<file path="src/rtl/fifo_pkt_pkg.sv">
// Shared types and default widths for the FIFO packet reader.
// Header word layout: [DATA_WIDTH-1:LEN_WIDTH] = tag, [LEN_WIDTH-1:0] = payload length.
// Optional trailing checksum word is enabled with PKT_CHECKSUM_EN.
package fifo_pkt_pkg;

    localparam int DEF_DATA_WIDTH = 16;
    localparam int DEF_LEN_WIDTH  = 10;
    localparam int DEF_TAG_WIDTH  = 6;
    localparam int DEF_CNT_WIDTH  = 16;

    localparam int HDR_LEN_LSB = 0;
    localparam int HDR_LEN_MSB = DEF_LEN_WIDTH - 1;
    localparam int HDR_TAG_LSB = DEF_LEN_WIDTH;
    localparam int HDR_TAG_MSB = DEF_DATA_WIDTH - 1;

    typedef enum logic [1:0] {
        IDLE    = 2'd0,
        PAYLOAD = 2'd1,
        CHECK   = 2'd2
    } state_t;

endpackage

</file>
<file path="src/rtl/fifo_packet_reader.sv">
// Parses FWFT FIFO words (header + LEN payload words) into a sop/eop/tag framed stream.
// Latency: FIFO head to out_data is 1 cycle; header consumes one cycle and is never forwarded.
// Backpressure: payload pops only when the output register can load; out_ready=0 holds the beat.
// Optional PKT_CHECKSUM_EN: trailing XOR checksum word is popped, checked, flagged on err_checksum.
module fifo_packet_reader
    import fifo_pkt_pkg::*;
#(
    parameter int DATA_WIDTH = DEF_DATA_WIDTH,
    parameter int LEN_WIDTH  = DEF_LEN_WIDTH,
    parameter int TAG_WIDTH  = DEF_TAG_WIDTH,
    parameter int CNT_WIDTH  = DEF_CNT_WIDTH
) (
    input  logic                  clock_read,
    input  logic                  read_reset,
    input  logic [DATA_WIDTH-1:0] fifo_read_data,
    input  logic                  fifo_empty,
    output logic                  fifo_read_enable,
    output logic [DATA_WIDTH-1:0] out_data,
    output logic                  out_valid,
    input  logic                  out_ready,
    output logic                  out_sop,
    output logic                  out_eop,
    output logic [TAG_WIDTH-1:0]  out_tag,
    output logic [CNT_WIDTH-1:0]  pkt_count,
`ifdef PKT_CHECKSUM_EN
    output logic                  err_checksum,
`endif
    output logic                  err_zero_len
);

    state_t                 state;
    logic [LEN_WIDTH-1:0]   remaining;
    logic [TAG_WIDTH-1:0]   tag_q;
    logic                   first_beat;
    logic                   load;
    logic                   payload_pop;
    logic [LEN_WIDTH-1:0]   hdr_len;
    logic [TAG_WIDTH-1:0]   hdr_tag;
`ifdef PKT_CHECKSUM_EN
    logic [DATA_WIDTH-1:0]  acc;
`endif

    assign load        = !out_valid | out_ready;
    assign hdr_len     = fifo_read_data[LEN_WIDTH-1:0];
    assign hdr_tag     = fifo_read_data[DATA_WIDTH-1:LEN_WIDTH];
    assign payload_pop = (state == PAYLOAD) && fifo_read_enable;

    // Pop decision: headers/checksums pop freely, payload only when the output register can take it.
    always_comb begin
        fifo_read_enable = 1'b0;
        if (!read_reset) begin
            case (state)
                IDLE:    fifo_read_enable = !fifo_empty;
                PAYLOAD: fifo_read_enable = !fifo_empty & load;
`ifdef PKT_CHECKSUM_EN
                CHECK:   fifo_read_enable = !fifo_empty;
`endif
                default: fifo_read_enable = 1'b0;
            endcase
        end
    end

    // Packet framing FSM: header parse, payload countdown, optional checksum check.
    always_ff @(posedge clock_read or posedge read_reset) begin
        if (read_reset) begin
            state        <= IDLE;
            remaining    <= '0;
            tag_q        <= '0;
            first_beat   <= 1'b0;
            err_zero_len <= 1'b0;
`ifdef PKT_CHECKSUM_EN
            acc          <= '0;
            err_checksum <= 1'b0;
`endif
        end else begin
            err_zero_len <= 1'b0;
`ifdef PKT_CHECKSUM_EN
            err_checksum <= 1'b0;
`endif
            case (state)
                IDLE: begin
                    if (fifo_read_enable) begin
                        tag_q     <= hdr_tag;
                        remaining <= hdr_len;
`ifdef PKT_CHECKSUM_EN
                        acc       <= fifo_read_data;
`endif
                        if (hdr_len == '0) begin
                            err_zero_len <= 1'b1;
                        end else begin
                            first_beat <= 1'b1;
                            state      <= PAYLOAD;
                        end
                    end
                end
                PAYLOAD: begin
                    if (fifo_read_enable) begin
                        first_beat <= 1'b0;
                        remaining  <= remaining - LEN_WIDTH'(1);
`ifdef PKT_CHECKSUM_EN
                        acc        <= acc ^ fifo_read_data;
                        if (remaining == LEN_WIDTH'(1)) state <= CHECK;
`else
                        if (remaining == LEN_WIDTH'(1)) state <= IDLE;
`endif
                    end
                end
`ifdef PKT_CHECKSUM_EN
                CHECK: begin
                    if (fifo_read_enable) begin
                        err_checksum <= (fifo_read_data != acc);
                        state        <= IDLE;
                    end
                end
`endif
                default: state <= IDLE;
            endcase
        end
    end

    // Output register: loads on payload pops, drains when the sink takes the beat, else holds.
    always_ff @(posedge clock_read or posedge read_reset) begin
        if (read_reset) begin
            out_data  <= '0;
            out_valid <= 1'b0;
            out_sop   <= 1'b0;
            out_eop   <= 1'b0;
            out_tag   <= '0;
        end else if (payload_pop) begin
            out_data  <= fifo_read_data;
            out_valid <= 1'b1;
            out_sop   <= first_beat;
            out_eop   <= (remaining == LEN_WIDTH'(1));
            out_tag   <= tag_q;
        end else if (load) begin
            out_valid <= 1'b0;
        end
    end

    // Completed-packet counter, wraps naturally at its width.
    always_ff @(posedge clock_read or posedge read_reset) begin
        if (read_reset) begin
            pkt_count <= '0;
        end else if (out_valid && out_ready && out_eop) begin
            pkt_count <= pkt_count + CNT_WIDTH'(1);
        end
    end

endmodule

</file>
<file path="config.mk">
export PLATFORM = sky130hd
export DESIGN_NAME = fifo_packet_reader
export DESIGN_NICKNAME = d
export VERILOG_FILES = /design/src/rtl/fifo_pkt_pkg.sv /design/src/rtl/fifo_packet_reader.sv
export SDC_FILE = /design/constraint.sdc
export NUM_CORES = 1
export LEC_CHECK = 0
export BUFFER_PORTS_ARGS = -buffer_cell sky130_fd_sc_hd__buf_2
export CAP_MARGIN = 20
export CORE_AREA = 2 2 76 78
export DETAILED_ROUTE_END_ITERATION = 8
export DIE_AREA = 0 0 78 80
export PLACE_DENSITY = 0.74
export SLEW_MARGIN = 30
export SYNTH_ARGS = -nofsm -noshare
export SYNTH_HDL_FRONTEND = slang
export SYNTH_SLANG_ARGS = --single-unit
</file>
<file path="constraint.sdc">
create_clock -name clock_read -period 3.25 [get_ports clock_read]
set_input_delay 0.325 -clock clock_read [delete_from_list [all_inputs] [get_ports clock_read]]
set_output_delay 0.325 -clock clock_read [all_outputs]
set_load 0.005 [all_outputs]
</file>
==> impl_metrics.csv, run 1 <==
group,metric,value,unit
outcome,outcome,"finished, final reports clean",
worst_setup_path,regToRegSetupSlack,1.12,ns
grt,grtUsageTotal,0.184,
worst_hold_path,min_path_type,"in2async",
power,ir_drop,410,uV
timing,setup_viol,0,
worst_setup_path,worstPathArrival,2.34,ns
grt,grt_start_max_net_pins,35,
worst_setup_path,cp_max_fo,22,
timing,worst_pin_slew,0.624,ns
worst_setup_path,crit_type,"reg2reg",
clock_tree,cts_max_level,3,
final_layout,fillers,468,
final_layout,final_common_cell,"buf_2",
worst_setup_path,required,3.45,ns
timing,worst_slack,1.12,ns
worst_setup_path,startpoint,"state[0]$_DFFE_PP0P_",
floorplan,ioPinCount,63,
yosys,syn_area_per_cell,12.3,um^2
timing,setup_tns,0,ns
clock_tree,cts_tree,"yes",
yosys,synth_area,2640,um^2
power,p_leak,1.54,nW
route,vias,1976,
timing,rsz0062_at_grt,"no",
route,wire_per_inst,15.2,um
clock_tree,clk_path_buf_depth,2,
final_layout,drive_above_1_share,0.406,
flow_run,max_cap_viol_count,0,
final_layout,fin_area,3180,um^2
final_layout,area_delta_synth_final,20.7,%
timing,fin_crit_sh,0.656,
yosys,ys.flop_type,"dfrtp_1",
route,via_per_inst,5.49,
route,drt-total-wl,5480,um
floorplan,row_count,27,
clock_tree,clock_latency,0.32,ns
placed_design,place.gp.congestion,0.842,
clock_tree,path_clk_slew,0.06,ns
worst_setup_path,slowest_delay,0.74,ns
grt,antenna_found_initial,0,
worst_setup_path,crit_chain,"nand3_1 > buf_4 > mux2_2",
power,total_power,1.94,mW
worst_setup_path,endpoint_kind,"flop",
final_layout,final_cell_mix,"buf_2 (62), dfrtp_1 (60), mux2_2 (30), nor2_1 (15), xnor2_1 (12)",
clock_tree,post_cts_resized,0,
yosys,synth-seq-cells,60,
clock_tree,hold_buffers,0,
yosys,syn_inst,215,
clock_tree,clock-sinks,60,
floorplan,core_area,5410,um^2
route,dr.first_iter.drc_count,133,
timing,hold_viol_final,0,
yosys,synth_edf_count,0,
grt,grt_pass1_vias,1890,
yosys,syn_nets,238,
grt,grt_overflow,0,
route,drt_pass1_iterations,4,
worst_setup_path,start_kind,"flop",
power,power.density,610,nW/um^2
floorplan,die_w,78,um
clock_tree,postCtsSetupBuffers,0,
yosys,yosysUniqueCellTypes,42,
worst_setup_path,rr_endpoint,"out_data[11]$_DFFE_PP0P_",
yosys,synthArstFlopShare,1.00,
worst_setup_path,rr_worst_depth,3,
final_layout,diodes,0,
timing,slew_violations,0,
placed_design,dp_slack,1.15,ns
timing,fin_crit,2.13,ns
worst_setup_path,timing.rr.start,"state[0]$_DFFE_PP0P_",
worst_setup_path,slowest_stage,"dfrtp_1",
route,route.detailed.drc,0,
final_layout,fin_nets,307,
placed_design,placed_cell_area,3020,um^2
timing,skew,0.00330,ns
placed_design,port_buffers,62,
floorplan,die_h,80,um
clock_tree,cts_buffers,9,
grt,grt_pass1_wl,8890,um
yosys,ys_seq_area_frac,0.569,
timing,slew_headroom,0.584,
clock_tree,clockRootBuffer,"clkbuf_8",
placed_design,dpl.hpwl,3930,um
route,drt.antenna.violating_nets,0,
timing,max_freq,469,MHz
floorplan,initial_utilization,0.488,
yosys,synth_warnings,0,
floorplan,die_area,6240,um^2
==> where the power goes <==
part | internal (mW) | leakage (nW) | switching [mW]
clock | 0.312 | 0.0893 | 0.257
combinational | 0.211 | 0.694 | 0.163
sequential | 0.892 | 0.755 | 0.109
total | 1.41 | 1.54 | 0.530
==> logic make-up after synthesis <==
kind of cell             Yosys count  share of synthesized area
AND/OR/NAND/NOR                   67                      0.143
multiplexers                      30                      0.128
buffers and inverters             12                     0.0242
XOR/XNOR                          15                     0.0498
adder cells (fa/ha/maj)            3                     0.0142
flip-flops                        60                      0.569
AO/OA/AOI/OAI                     28                     0.0712
==> area by class of cell <==
cell class	count	area, um^2	area share
inverter	5	18.8	0.00589
timing repair buffer	65	333	0.105
clock buffer	13	159	0.0499
multi-input combinational	143	1070	0.337
clock inverter	2	10.0	0.00314
tap	72	90.1	0.0283
sequential	60	1500	0.472
==> synthesized netlist by cell type, types with 3 or more instances <==
cell type | count | area [um^2]
nand3_1 | 10 | 50.1
ha_1 | 3 | 37.5
nand2_1 | 9 | 33.8
inv_1 | 5 | 18.8
nor3_1 | 3 | 15.0
mux2_2 | 30 | 338
dfrtp_1 | 60 | 1500
nor2_1 | 15 | 56.3
o22ai_1 | 3 | 18.8
xnor2_1 | 12 | 105
nand4_1 | 4 | 25.0
nor4_1 | 6 | 37.5
clkbuf_1 | 3 | 11.3
and4_1 | 4 | 35.0
xor2_1 | 3 | 26.3
a21oi_1 | 10 | 50.1
==> routing by layer <==
| layer | track usage | vias to the layer above | share of wire |
|---|---|---|---|
| met4 | 0.0842 | 0 | 0.013 |
| met1 | 0.244 | 998 | 0.44 |
| met2 | 0.285 | 63 | 0.48 |
| met3 | 0.0486 | 6 | 0.064 |
| met5 | 0 | - | 0 |
| li1 | - | 909 | - |
==> critical path, delay by kind of cell (launching register included) <==
| kind | cells | cell delay, ns |
|---|---|---|
| simple gates | 1 | 0.61 |
| mux | 1 | 0.28 |
| flops | 1 | 0.74 |
| buf+inv | 1 | 0.39 |
==> registers in the layout, summed over array words and instances, names as in the netlist <==
signal / count
tag_q: 6
out_eop: 1
out_tag: 6
remaining: 10
out_valid: 1
out_data: 16
state: 1
err_zero_len: 1
pkt_count: 16
first_beat: 1
out_sop: 1
==> metrics by stage <==
stage          utilization  std cells  hold WS [ns]
2_1_floorplan            -        215         0.468
3_3_place_gp         0.558        345         0.450
3_5_place_dp         0.558        345         0.450
4_1_cts              0.589        360         0.103
5_1_grt              0.589        360         0.128
6_report             0.589        360        0.0863
==> how the worst max path moves through the flow <==
stage                               endpoint  cells after the start
floorplan           remaining[7]$_DFFE_PP0P_                      4
global placement    out_data[10]$_DFFE_PP0P_                      3
detailed placement  out_data[11]$_DFFE_PP0P_                      3
CTS                 out_data[11]$_DFFE_PP0P_                      3
global route            state[0]$_DFFE_PP0P_                      3
finish              out_data[11]$_DFFE_PP0P_                      3
No activity file was read; power rests on OpenSTA's default activity.
==> run 2: changes to the inputs <==
- CORE_AREA: 2 2 76 78 -> 2 2 78 80
- DIE_AREA: 0 0 78 80 -> 0 0 80 82
- PLACE_DENSITY: 0.74 -> 0.73
- clock period: 3.25 -> 1.8 ns (I/O delays scaled with it)
==> run 2 against run 1 <==
Non-clock buffer count is 14 higher. Combinational power up 120%. Highest routed layer unchanged. Critical endpoint is now remaining[7]$_DFFE_PP0P_. Largest cell class unchanged. Clock skew grew 0.0051 ns. Fmax grew 19%. Sequential share of layout area shrank 2.9 points. Utilization is 0.15 points higher. Routed wire length rose by 3.0%.
==> impl_metrics.csv, run 2 (same netlist as run 1, synthesis figures left out) <==
group,metric,value,unit
clock_tree,clock-sinks,60,
timing,fin_crit,1.79,ns
power,p_switching,1.05,mW
timing,max_freq,559,MHz
worst_hold_path,min_path_type,"in2reg",
final_layout,area_delta_synth_final,28.7,%
timing,slew_headroom,0.691,
route,drt.antenna.violating_nets,0,
worst_setup_path,rr_worst_depth,4,
clock_tree,postCtsSetupBuffers,0,
floorplan,ioPinCount,63,
placed_design,port_buffers,62,
worst_setup_path,slowest_delay,0.50,ns
power,netSwitchingFraction,0.263,
timing,setup_tns,0,ns
clock_tree,clock_latency,0.34,ns
floorplan,die_w,80,um
timing,skew,0.00839,ns
route,dr.first_iter.drc_count,69,
worst_setup_path,cp_max_fo,4,
route,route.detailed.drc,0,
final_layout,drive_above_1_share,0.452,
timing,slew_violations,0,
grt,grt_pass1_vias,1863,
grt,antenna_found_initial,0,
worst_setup_path,path_buf_inv,0,
worst_hold_path,worst_hold_path.endpoint,"tag_q[1]$_DFFE_PP0P_",
power,power_frac_comb,0.206,
power,p_leak,1.63,nW
power,total_power,3.98,mW
worst_setup_path,regToRegSetupSlack,0.01,ns
placed_design,dpl.hpwl,4110,um
final_layout,final_common_cell,"buf_2",
placed_design,place.gp.congestion,0.875,
worst_setup_path,timing.rr.start,"remaining[1]$_DFFE_PP0P_",
power,clockPowerShare,0.351,
worst_setup_path,start_kind,"flop",
worst_setup_path,crit_chain,"or4_4 > or4b_4 > a21oi_2 > a2bb2oi_1",
timing,rsz0062_at_grt,"yes",
power,power.density,1170,nW/um^2
route,drt_pass1_iterations,4,
worst_setup_path,rr_endpoint,"remaining[7]$_DFFE_PP0P_",
floorplan,die_h,82,um
worst_setup_path,worstPathArrival,2.05,ns
power,ir_drop,852,uV
flow_run,max_cap_viol_count,0,
route,via_per_inst,5.25,
outcome,outcome,"finished, final reports clean",
final_layout,final_cell_mix,"buf_2 (62), dfrtp_1 (59), mux2_2 (30), buf_4 (16), nor2_1 (15)",
timing,hold_viol_final,0,
clock_tree,cts_tree,"yes",
final_layout,reg_top3,"out_data x16, pkt_count x16, remaining x10",
floorplan,core_area,5750,um^2
route,drt-total-wl,5640,um
worst_setup_path,critPathTopFamily,"simple AND/OR/NAND/NOR gates",
final_layout,fin_cells,378,
worst_setup_path,required,2.06,ns
floorplan,row_count,28,
clock_tree,clk_path_buf_depth,2,
worst_setup_path,endpoint_kind,"flop",
clock_tree,path_clk_slew,0.07,ns
power,pwr-share-seq,0.443,
timing,fin_crit_sh,0.994,
grt,grtUsageTotal,0.184,
clock_tree,cts_buffers,9,
final_layout,fin_nets,321,
power,intPower,2.93,mW
grt,grt_start_max_net_pins,23,
clock_tree,cts_max_level,3,
worst_setup_path,crit_type,"reg2reg",
route,wire_per_inst,14.9,um
worst_hold_path,worstHoldPathCells,2,
timing,setup_viol,0,
floorplan,initial_utilization,0.459,
grt,grt_overflow,0,
worst_hold_path,worstHoldStart,"fifo_read_data[11]",
placed_design,place_inst,361,
grt,grt_pass1_wl,9030,um
route,vias,1984,
clock_tree,clockRootBuffer,"clkbuf_8",
timing,worst_pin_slew,0.463,ns
floorplan,die_area,6560,um^2
final_layout,diodes,0,
worst_setup_path,slowest_stage,"or4_4",
==> run 2: cell count changes in the layout (fill, tap and decap cells not counted), sizes merged <==
| cell | change |
|---|---|
| buf | +13 |
| clkbuf | -2 |
| dlygate4sd3 | +1 |
| bufinv | +2 |
| inv | +1 |
==> run 2: per-stage QoR <==
step / util / hold WS, ns / setup slack, ns / cell area (um^2)
2_1_floorplan: - / 0.326 / 0.00830 / 2640
3_3_place_gp: 0.542 / 0.251 / 0.0243 / 3120
3_5_place_dp: 0.542 / 0.260 / -0.00252 / 3120
4_1_cts: 0.586 / 0.0731 / 0.00669 / 3370
5_1_grt: 0.591 / 0.0759 / -0.0332 / 3390
6_report: 0.591 / 0.0858 / 0.0113 / 3390
==> run 2: routing by layer <==
layer	track usage	share of wire	vias up	wire (um)
met3	0.0473	0.047	10	267
met5	0	0	-	0
met4	0.102	0.022	0	124
met1	0.240	0.45	969	2550
met2	0.280	0.48	51	2700
li1	-	-	954	-
==> run 2: area by class of cell <==
type                       count  area [um^2]
fill                         502         2350
sequential                    60         1500
multi-input combinational    143         1100
timing repair buffer          79          440
clock buffer                  11          151
tap                           75         93.8
clock inverter                 5         82.6
inverter                       5         18.8
==> run 2: what timing repair did <==
item | in CTS | in global routing
pin swaps | 1 | 0
setup endpoints to repair | 2 | 3
resized for setup | 1 | 5
hold buffers | 1 | 0
gates cloned | 0 | 0
hold endpoints to repair | 19 | 0
==> run 2: power groups by stage <==
| stage | Combinational, mW | Clock (mW) | Sequential (mW) |
|---|---|---|---|
| 5_1_grt | 0.911 | 1.49 | 1.80 |
| 3_5_place_dp | 0.790 | 0 | 1.79 |
| 2_1_floorplan | 0.410 | 0 | 1.80 |
| 4_1_cts | 0.804 | 1.43 | 1.76 |
| 3_3_place_gp | 0.781 | 0 | 1.77 |
| 6_report | 0.818 | 1.40 | 1.76 |
==> run 2: worst max path at each step <==
stage | to | cells after the start | slack (ns) | startpoint
after floorplan | remaining[7]$_DFFE_PP0P_ | 4 | 0.008 | remaining[3]$_DFFE_PP0P_
after global placement | remaining[7]$_DFFE_PP0P_ | 4 | 0.02 | remaining[1]$_DFFE_PP0P_
final | remaining[7]$_DFFE_PP0P_ | 4 | 0.01 | remaining[1]$_DFFE_PP0P_
after detailed placement | remaining[7]$_DFFE_PP0P_ | 4 | -0.003 | remaining[1]$_DFFE_PP0P_
after CTS | remaining[7]$_DFFE_PP0P_ | 4 | 0.007 | remaining[1]$_DFFE_PP0P_
after global routing | remaining[8]$_DFFE_PP0P_ | 6 | -0.03 | remaining[0]$_DFFE_PP0P_
==> run 3: changes to the inputs <==
- CORE_AREA: 2 2 78 80 -> 2 2 97 99
- DIE_AREA: 0 0 80 82 -> 0 0 99 101
- PLACE_DENSITY: 0.73 -> unset
==> run 3 against run 2 <==
The run now ends with setup timing left. Cell area grew 1.6%. Sequential share of layout area is 0.71 points lower. Routed wire length is 12% higher. Flip-flop and latch count unchanged. Critical path depth unchanged. First-iteration DRC count rose by 1.4%. Fmax is 1.5% lower. Setup slack worse by 0.028 ns. Die area increased by 52%. Sequential power barely moved. Critical endpoint unchanged. Largest power group unchanged.
==> impl_metrics.csv, run 3 (same netlist as run 1, synthesis figures left out) <==
group,metric,value,unit
route,drt_pass1_iterations,4,
power,ir_drop,507,uV
worst_setup_path,required,2.07,ns
worst_setup_path,endpoint_kind,"flop",
floorplan,row_count,35,
final_layout,reg_top3,"out_data x16, pkt_count x16, remaining x10",
clock_tree,cts_max_level,3,
worst_setup_path,crit_type,"reg2reg",
timing,fin_crit_sh,1.01,
timing,worst_slack,-0.0163,ns
route,drt-total-wl,6330,um
power,clockPowerShare,0.329,
grt,grt_start_max_net_pins,49,
power,p_leak,1.64,nW
grt,grt_pass1_vias,2044,
power,power.density,1140,nW/um^2
placed_design,port_buffers,62,
final_layout,fillers,910,
floorplan,die_w,99,um
timing,max_freq,551,MHz
placed_design,dpl.hpwl,4370,um
final_layout,final_cell_mix,"buf_2 (62), dfrtp_1 (59), mux2_2 (30), buf_4 (15), nor2_1 (14)",
clock_tree,clock-sinks,60,
timing,worst_pin_slew,0.441,ns
clock_tree,clk_path_buf_depth,2,
floorplan,ioPinCount,63,
power,pwr-share-seq,0.447,
floorplan,core_area,8980,um^2
floorplan,die_area,10000,um^2
final_layout,drive_above_1_share,0.464,
worst_setup_path,cp_max_fo,2,
timing,hold_viol_final,0,
placed_design,place.gp.congestion,0.838,
final_layout,diodes,0,
clock_tree,clock_latency,0.34,ns
grt,grt_overflow,0,
route,dr.first_iter.drc_count,70,
power,intPower,2.82,mW
timing,fin_crit,1.82,ns
clock_tree,cts_tree,"yes",
final_layout,area_delta_synth_final,30.7,%
clock_tree,cts_buffers,9,
timing,skew,0.00873,ns
floorplan,initial_utilization,0.294,
power,total_power,3.93,mW
final_layout,fin_nets,322,
timing,slew_violations,0,
timing,whs,0.0812,ns
grt,antenna_found_initial,0,
worst_setup_path,start_kind,"flop",
timing,slew_headroom,0.706,
clock_tree,path_clk_slew,0.07,ns
outcome,outcome,"complete, but fails checks",
route,drt.antenna.violating_nets,0,
route,vias,2006,
worst_setup_path,worstPathArrival,2.08,ns
grt,grtUsageTotal,0.133,
worst_hold_path,min_path_type,"in2reg",
route,route.detailed.drc,0,
flow_run,max_cap_viol_count,0,
power,power_frac_comb,0.224,
clock_tree,clockRootBuffer,"clkbuf_8",
grt,grt_pass1_wl,10300,um
timing,setup_viol,1,
power,netSwitchingFraction,0.282,
outcome,violations,"setup timing",
power,p_switching,1.11,mW
timing,rsz0062_at_grt,"yes",
route,wire_per_inst,15.2,um
final_layout,final_common_cell,"buf_2",
floorplan,die_h,101,um
route,via_per_inst,4.83,
run 3: timing repair:
action	in CTS	in global routing
endpoints found under the hold margin	12	0
setup endpoints to repair	1	7
hold buffers	1	0
pin swaps	1	0
resized for setup	0	8
setup buffers	1	0
run 3: routing by layer:
layer,vias up,track usage,share of wire
li1,944,-,-
met2,60,0.208,0.46
met5,-,0,0
met1,998,0.175,0.47
met4,0,0.0453,0.0071
met3,4,0.0423,0.054
run 3: path summary, 6_finish.rpt:
path,end,depth (start not counted),slack [ns],start
max,remaining[7]$_DFFE_PP0P_,4,-0.02,remaining[3]$_DFFE_PP0P_
min,tag_q[0]$_DFFE_PP0P_,2,0.08,fifo_read_data[10]
max reg2reg,remaining[7]$_DFFE_PP0P_,4,-0.02,remaining[3]$_DFFE_PP0P_
min reg2reg,pkt_count[15]$_DFFE_PP0P_,1,0.46,pkt_count[15]$_DFFE_PP0P_
max in group asynchronous,pkt_count[5]$_DFFE_PP0P_,4,0.86,read_reset
min in group asynchronous,remaining[4]$_DFFE_PP0P_,3,0.38,read_reset
run 3: power by group through the flow:
stage | logic, mW | registers [mW] | clock network, mW
floorplan | 0.410 | 1.80 | 0
global placement | 0.826 | 1.77 | 0
detailed placement | 0.845 | 1.78 | 0
CTS | 0.870 | 1.75 | 1.33
global route | 0.979 | 1.79 | 1.39
finish | 0.880 | 1.76 | 1.29
run 3: critical path, cell delays in order, from the launching register on:
cell,delay [ns]
dfrtp_1,0.40
or4_4,0.55
or4b_4,0.50
a21oi_2,0.13
a2bb2oi_1,0.16
run 3: metrics by stage:
stage	area [um^2]	utilization	setup TNS, ns	setup WS [ns]	instances
floorplan	2640	-	0	0.00830	215
global placement	3190	0.355	0	0.0305	397
detailed placement	3190	0.355	-0.0151	-0.0151	397
CTS	3420	0.380	0	0.0122	415
global route	3450	0.384	-0.0819	-0.0633	415
finish	3450	0.384	-0.0163	-0.0163	415
run 3: area by class of cell:
cell class              instances  area, um^2  area share
flip-flops and latches         60        1500       0.436
repair buffers                 80         473       0.137
clock inverters                 5        60.1      0.0174
multi-input cells             143        1100       0.320
inverters                       5        18.8     0.00544
well taps                     111         139      0.0403
clock buffers                  11         151      0.0439
